**src/rtl/regfile_write_arbiter.sv**
```systemverilog
// Round-robin two-requester write arbiter with a one-entry output stage; latency 1, stage holds while wr_busy.
// Define REGFILE_FWD_EN to drive pending stage data onto fwd_data_k for hazarded queries.
module regfile_write_arbiter #(
    parameter int DATA_W = 32,
    parameter int ADDR_W = 5
) (
    input  logic              clk,
    input  logic              rst,
    input  logic              req0_valid,
    input  logic [ADDR_W-1:0] req0_addr,
    input  logic [DATA_W-1:0] req0_data,
    output logic              req0_ready,
    input  logic              req1_valid,
    input  logic [ADDR_W-1:0] req1_addr,
    input  logic [DATA_W-1:0] req1_data,
    output logic              req1_ready,
    input  logic              wr_busy,
    output logic              reg_write,
    output logic [ADDR_W-1:0] write_address,
    output logic [DATA_W-1:0] write_data,
    input  logic [ADDR_W-1:0] query_addr_1,
    input  logic [ADDR_W-1:0] query_addr_2,
    output logic              hazard_1,
    output logic              hazard_2,
    output logic [DATA_W-1:0] fwd_data_1,
    output logic [DATA_W-1:0] fwd_data_2,
    output logic [15:0]       commit_count
);

    logic              os_valid_q, os_valid_d;
    logic [ADDR_W-1:0] os_addr_q, os_addr_d;
    logic [DATA_W-1:0] os_data_q, os_data_d;
    logic              last_grant_q, last_grant_d;
    logic [15:0]       commit_count_q, commit_count_d;

    logic              commit;
    logic              can_accept;
    logic              grant0, grant1;
    logic              accept;
    logic [ADDR_W-1:0] win_addr;
    logic [DATA_W-1:0] win_data;

    // Outputs are gated by rst so nothing leaks out during a reset cycle.
    assign commit     = rst & os_valid_q & ~wr_busy;
    assign can_accept = rst & (~os_valid_q | commit);
    assign grant0     = req0_valid & (~req1_valid | last_grant_q);
    assign grant1     = req1_valid & (~req0_valid | ~last_grant_q);
    assign req0_ready = can_accept & grant0;
    assign req1_ready = can_accept & grant1;
    assign accept     = req0_ready | req1_ready;
    assign win_addr   = req1_ready ? req1_addr : req0_addr;
    assign win_data   = req1_ready ? req1_data : req0_data;

    always_comb begin
        os_valid_d     = os_valid_q;
        os_addr_d      = os_addr_q;
        os_data_d      = os_data_q;
        last_grant_d   = last_grant_q;
        commit_count_d = commit_count_q + {15'd0, commit};
        if (commit) begin
            os_valid_d = 1'b0;
        end
        if (accept) begin
            last_grant_d = req1_ready;
            // Writes to register 0 are swallowed: they win arbitration but never reach the stage.
            if (win_addr != '0) begin
                os_valid_d = 1'b1;
                os_addr_d  = win_addr;
                os_data_d  = win_data;
            end
        end
    end

    always_ff @(posedge clk) begin
        if (!rst) begin
            os_valid_q     <= 1'b0;
            os_addr_q      <= '0;
            os_data_q      <= '0;
            last_grant_q   <= 1'b1;
            commit_count_q <= 16'd0;
        end else begin
            os_valid_q     <= os_valid_d;
            os_addr_q      <= os_addr_d;
            os_data_q      <= os_data_d;
            last_grant_q   <= last_grant_d;
            commit_count_q <= commit_count_d;
        end
    end

    assign reg_write     = commit;
    assign write_address = os_addr_q;
    assign write_data    = os_data_q;
    assign commit_count  = commit_count_q;

    assign hazard_1 = rst & os_valid_q & (query_addr_1 == os_addr_q) & (query_addr_1 != '0);
    assign hazard_2 = rst & os_valid_q & (query_addr_2 == os_addr_q) & (query_addr_2 != '0);

`ifdef REGFILE_FWD_EN
    assign fwd_data_1 = hazard_1 ? os_data_q : '0;
    assign fwd_data_2 = hazard_2 ? os_data_q : '0;
`else
    assign fwd_data_1 = '0;
    assign fwd_data_2 = '0;
`endif

endmodule

```
**config.mk**
```make
export PLATFORM = sky130hd
export DESIGN_NAME = regfile_write_arbiter
export DESIGN_NICKNAME = d
export VERILOG_FILES = /design/src/rtl/regfile_write_arbiter.sv
export SDC_FILE = /design/constraint.sdc
export NUM_CORES = 1
export LEC_CHECK = 0
export BUFFER_PORTS_ARGS = -buffer_cell sky130_fd_sc_hd__buf_4
export CORE_ASPECT_RATIO = 1.4
export CORE_MARGIN = 4
export CORE_UTILIZATION = 42
export DETAILED_ROUTE_END_ITERATION = 6
export PLACE_DENSITY_LB_ADDON = 0.3
export REMOVE_ABC_BUFFERS = 1
export SLEW_MARGIN = 10
export SYNTH_ARGS = -nofsm -noshare
export SYNTH_HDL_FRONTEND = slang
export SYNTH_SLANG_ARGS = --single-unit
```
**constraint.sdc**
```tcl
create_clock -name clk -period 2.8 [get_ports clk]
set_input_delay 0.84 -clock clk [delete_from_list [all_inputs] [get_ports clk]]
set_output_delay 0.84 -clock clk [all_outputs]
set_load 0.01 [all_outputs]
```
---- Word-level counts from Yosys, hierarchy flattened ----
Cells that the tools add are included.
operators by class
  add/sub/neg operators ................... 1
  $mul .................................... 0
  div/mod/pow operators ................... 0
  magnitude comparators ................... 0
  eq/ne operators ......................... 2
  shift operators ......................... 0
  muxes and demuxes ....................... 5
  bitwise operators ....................... 20
  reductions and logical operators ........ 4
operators with widths
  cell                count
  $mux W32            1
  $add A16 B1 Y16     1
  $reduce_bool A5 Y1  3
  $and A1 B1 Y1       11
  $eq A5 B5 Y1        2
  $mux W5             1
  $not A1 Y1          5
  $or A1 B1 Y1        4
  $mux W1             3
  $reduce_and A2 Y1   1
storage, ports and cells
  register bits ........................... 55
  latch bits .............................. 0
  RAM bits ................................ 0
  memory bits (read-only) ................. 0
  bits of input ports ..................... 89
  output and inout port bits .............. 122
  word-level logic and storage cells ...... 37
  memories kept ........................... 0

---- Longest topological paths before layout ----
  depth in word-level cells ............... 9
  gate-level depth with buffers ........... 8
  depth with buffers taken out ............ 7

---- Worst setup path before layout ----
Ideal clock, no wire load.
  path type ............................... in2out
  start point ............................. input port req1_valid
  end point ............................... output port req1_ready
  data arrival time ....................... 1590 ps
  data required time ...................... 1960 ps
  slack ................................... 370 ps
  stages on the path ...................... 4
  path buffers ............................ 1
  cell sequence ........................... a21boi_1 nand2_2 inv_2 buf_2
between the ends
  longest elaborated chain between the ends .. 2
RTL lines
  element        line  RTL
  from (decl)    13    input logic req1_valid,
  $and A1 B1 Y1  47    assign grant1 = req1_valid & (~req0_valid | ~last_grant_q);
  $and A1 B1 Y1  49    assign req1_ready = can_accept & grant1;
  to (decl)      16    output logic req1_ready,
No other way between the ends.

---- Worst setup path in the final report ----
  start point ............................. input port rst
  end point ............................... output port req0_ready
between the ends
  longest elaborated chain between the ends .. 5
RTL lines
  element                     line  RTL
  from (decl)                 8     input logic rst,
  $and A1 B1 Y1 (2 in a row)  44    assign commit = rst & os_valid_q & ~wr_busy;
  $or A1 B1 Y1                45    assign can_accept = rst & (~os_valid_q | commit);
  $and A1 B1 Y1 (*)           45
  $and A1 B1 Y1 (*)           48    assign req0_ready = can_accept & grant0;
  to (decl)                   12    output logic req0_ready,
Every way passes the cells marked *; elsewhere a longest branch is shown, timed or not.

==> Implementation_results.wiki <==
{| class="wikitable"
! Metric !! Value
|-
| Status || completed
|-
| Max-slew violation count || 0
|-
| Uppermost layer routed || met4
|-
| Floorplan row count || 39
|-
| Total placed instance area || around 4400 µm²
|-
| Critical-path top delay cell || sky130_fd_sc_hd__a21boi_4
|-
| Kind of cell adding the most delay to the critical path || compound AO/OA/AOI/OAI gates
|-
| CTS tree || done
|-
| Critical path arrival || 1.68 ns
|-
| Number of ports placed on the die boundary || between 200 and 250
|-
| Wl on met1 || about 3400 µm
|-
| Cell with the most instances after synthesis || sky130_fd_sc_hd__nand2_1
|-
| Detailed Place HPWL || just under 7000 µm
|-
| Most area-consuming cells after synthesis || sky130_fd_sc_hd__dfxtp_1 31%, sky130_fd_sc_hd__buf_4 14%, sky130_fd_sc_hd__a311oi_2 13%, sky130_fd_sc_hd__nor3_2 8.6%, sky130_fd_sc_hd__nand2_1 7.6%
|-
| Final setup vio count || 0
|-
| Synthesized flop and latch total || between 50 and 60
|-
| Critical Path End Type || primary output
|-
| Number of vias per cell after detailed routing || between 4 and 5
|-
| Most used flip-flop cell after synthesis || sky130_fd_sc_hd__dfxtp_1
|-
| Length of routed met3 wiring || 737 µm
|-
| Pleak || 2.048 nW
|-
| Total detailed-routing wirelength || approximately 9000 µm
|-
| Largest net degree at the start of global routing || 39
|-
| Cells along the critical path || buf_4 > a21boi_4 > and3_1 > buf_4
|-
| Total CTS buffers || 5
|-
| Latest clock arrival within the worst-skew pair || about 0.29 ns
|-
| Clock net sink count || 55
|-
| Top cell types by occurrence after synthesis || 71 x sky130_fd_sc_hd__nand2_1, 65 x sky130_fd_sc_hd__buf_4, 55 x sky130_fd_sc_hd__dfxtp_1, 30 x sky130_fd_sc_hd__a311oi_2, 30 x sky130_fd_sc_hd__nor3_2
|-
| Min Hold Slack || 0.4904 ns
|-
| Area of the core || 8149 µm²
|-
| Overall die area || just under 10000 µm²
|-
| Slowest cell delay on critical path || slightly above 0.3 ns
|-
| Post-placement setup slack || roughly 0.27 ns
|-
| Post-Route Skew || about 0.0054 ns
|-
| EDFF count, synth || 0
|-
| Most frequent cell on the critical path || sky130_fd_sc_hd__buf_4
|-
| Share of final-layout standard cells stronger than drive strength 1 || a little under half
|-
| 1st-iter DRT viols || 74
|-
| Layout Cell Area excl Fill || between 4000 and 5000 µm²
|-
| Proportion of synthesized flip-flops having asynchronous set or reset || 0%
|-
| Type of element launching the critical path || input port
|-
| Fraction of post-synthesis cell area in the top cell type by area || 31.45%
|-
| Root cell of the clock tree || sky130_fd_sc_hd__clkbuf_16
|-
| Diodes inserted || 0
|-
| DRC Markers || 0
|-
| CP required || roughly 2.0 ns
|-
| Gr ovfl total || 0
|-
| Total power density per cell area || approximately 440 nW/µm²
|-
| Final GP Congestion || ~0.76
|-
| Number of buffers inserted for hold repair after clock tree synthesis || 0
|-
| Fin. Hold Viols || 0
|-
| Wire length of the first global-routing pass || around 13000 µm
|-
| Setup repair after global routing missed its margin || false
|-
| Met2 wire length || between 4000 and 5000 µm
|-
| Detailed-route wire length per cell || 14.39 µm
|-
| Fin Setup TNS || 0 ns
|-
| Post-DRT Antenna Nets || 0
|-
| Least setup slack across all paths after layout || around 0.28 ns
|-
| Number of antenna violations at the first check in global routing || 0
|-
| Number of global-route vias before repair || between 2000 and 3000
|-
| Setup bufs post-CTS || 0
|-
| Net count, final || between 600 and 700
|-
| Total via count after detailed routing || between 3000 and 4000
|-
| F_max || between 300 and 400 MHz
|-
| Buffers from clock root to sink, at most || 2
|-
| Synthesized instance count || around 380
|-
| Core Util, Final || between 50 and 60%
|-
| Combined area of the multi-input logic cells || roughly 2000 µm²
|-
| Sequential-to-total area share from yosys stat || about a third
|-
| Synth warn || 0
|-
| Die span in x || ~85 µm
|-
| Clock input transition at the sequential cells of the worst setup and hold paths || 0.07 ns
|-
| Post-Synthesis Cell Area || 3501 µm²
|-
| Count of buffers inserted at the top-level ports || approximately 150
|-
| Minimum clock period || about 2.5 ns
|-
| Worst Path Buf+Inv || 2
|-
| Min-delay worst type || reg -> reg
|-
| Filler cells || 760
|-
| Area leader, netlist || sky130_fd_sc_hd__dfxtp_1
|-
| Avg Cell Area, Syn || roughly 9.2 µm²
|-
| Cts repair resizes || 0
|-
| Number of maximum-capacitance constraint violations || 0
|-
| Die Height || approximately 120 µm
|-
| Largest fanout of any net on the critical path || 8
|-
| Worst-case vdd ir drop || 265.3 µV
|-
| Starting utilization of the core area || a little over two fifths
|-
| Layout overhead on the synthesized area || 31.02%
|-
| Total iterations of the first detailed-routing run || 4
|-
| Level count of the clock H-tree || 2
|-
| Final worst-path cycle share || about nine tenths
|-
| Yosys cell types || 44
|-
| Worst setup path category || in -> out
|-
| Register area || 1101 µm²
|-
| Total Routing Usage GR || between 10% and 20%
|}
==> layout make-up <==
class | instances | share of cell area, %
Tap cell | 102 | 2.782
Clock inverter | 3 | 0.3273
Timing Repair Buffer | 157 | 26.51
Multi-Input combinational cell | 295 | 43.32
Inverter | 4 | 0.3273
Sequential cell | 55 | 24.00
Clock buffer | 5 | 2.728
==> per-stage QoR <==
| step | cells | total power, W |
|---|---|---|
| finish | 621 | 0.002038 |
| global route | 621 | 0.002139 |
| CTS | 621 | 0.002067 |
| detailed placement | 613 | 0.001460 |
| global placement | 613 | 0.001453 |
| floorplan | 354 | 0.001199 |
==> sequential cells by signal (all words and copies together) (netlist names) <==
register	flops
os_valid_q	1
last_grant_q	1
write_address	5
write_data	32
commit_count	16
==> logic make-up (layout without fill, tap and decap cells) <==
group | after synthesis | count (layout) | synth area share, %
buffers and inverters | 92 | 169 | 18.55
and+or+nand+nor | 152 | 152 | 24.59
AOI/OAI and AO/OA | 57 | 57 | 19.55
DFF | 55 | 55 | 31.45
other | 1 | 64 | 0.1071
muxes | 1 | 1 | 0.2859
xor gates and xnor gates | 19 | 19 | 4.753
adders and majority gates | 2 | 2 | 0.7147
==> where the power goes <==
part	switching [W]	total, W	internal, W
sequential	0.0000432	0.000880	0.000837
combinational	0.000281	0.000558	0.000277
clock	0.000273	0.000600	0.000327
total	0.000597	0.00204	0.00144
==> layout by cell type, fill, tap and decap left out, drive strengths merged, types with 4 or more instances in the layout <==
master	Yosys	layout
conb	1	64
a311oi	32	32
buf	78	157
nor3	34	34
nor2	12	12
dfxtp	55	55
and2	5	5
xor2	11	11
clkbuf	10	5
xnor2	8	8
a21oi	9	9
nand2	73	73
a22oi	5	5
nand3	11	11
nand4	4	4
inv	3	4
==> per-layer routing <==
layer / global-route usage, % / up-vias
met3: 4.196 / 8
met5: 0 / -
met2: 31.28 / 127
met1: 18.12 / 1429
met4: 5.174 / 0
li1: - / 1473
==> worst paths after layout <==
| check | start | end | slack (ns) | depth (start not counted) |
|---|---|---|---|---|
| setup / recovery | rst | req0_ready | 0.28 | 4 |
| hold / removal | commit_count[15] | commit_count[15] | 0.49 | 2 |
| setup reg to reg | os_valid_q | commit_count[15] | 0.96 | 7 |
| hold reg to reg | commit_count[15] | commit_count[15] | 0.49 | 2 |
==> worst reg2reg max path, cell delays in order, from the launching register on <==
cell	delay (ns)
sky130_fd_sc_hd__dfxtp_1	0.39
sky130_fd_sc_hd__nand2_1	0.12
sky130_fd_sc_hd__nor2_1	0.14
sky130_fd_sc_hd__ha_1	0.19
sky130_fd_sc_hd__and2_1	0.16
sky130_fd_sc_hd__nand2_1	0.10
sky130_fd_sc_hd__or4_1	0.52
sky130_fd_sc_hd__a21oi_1	0.14
(Power assumes the default switching activity.)
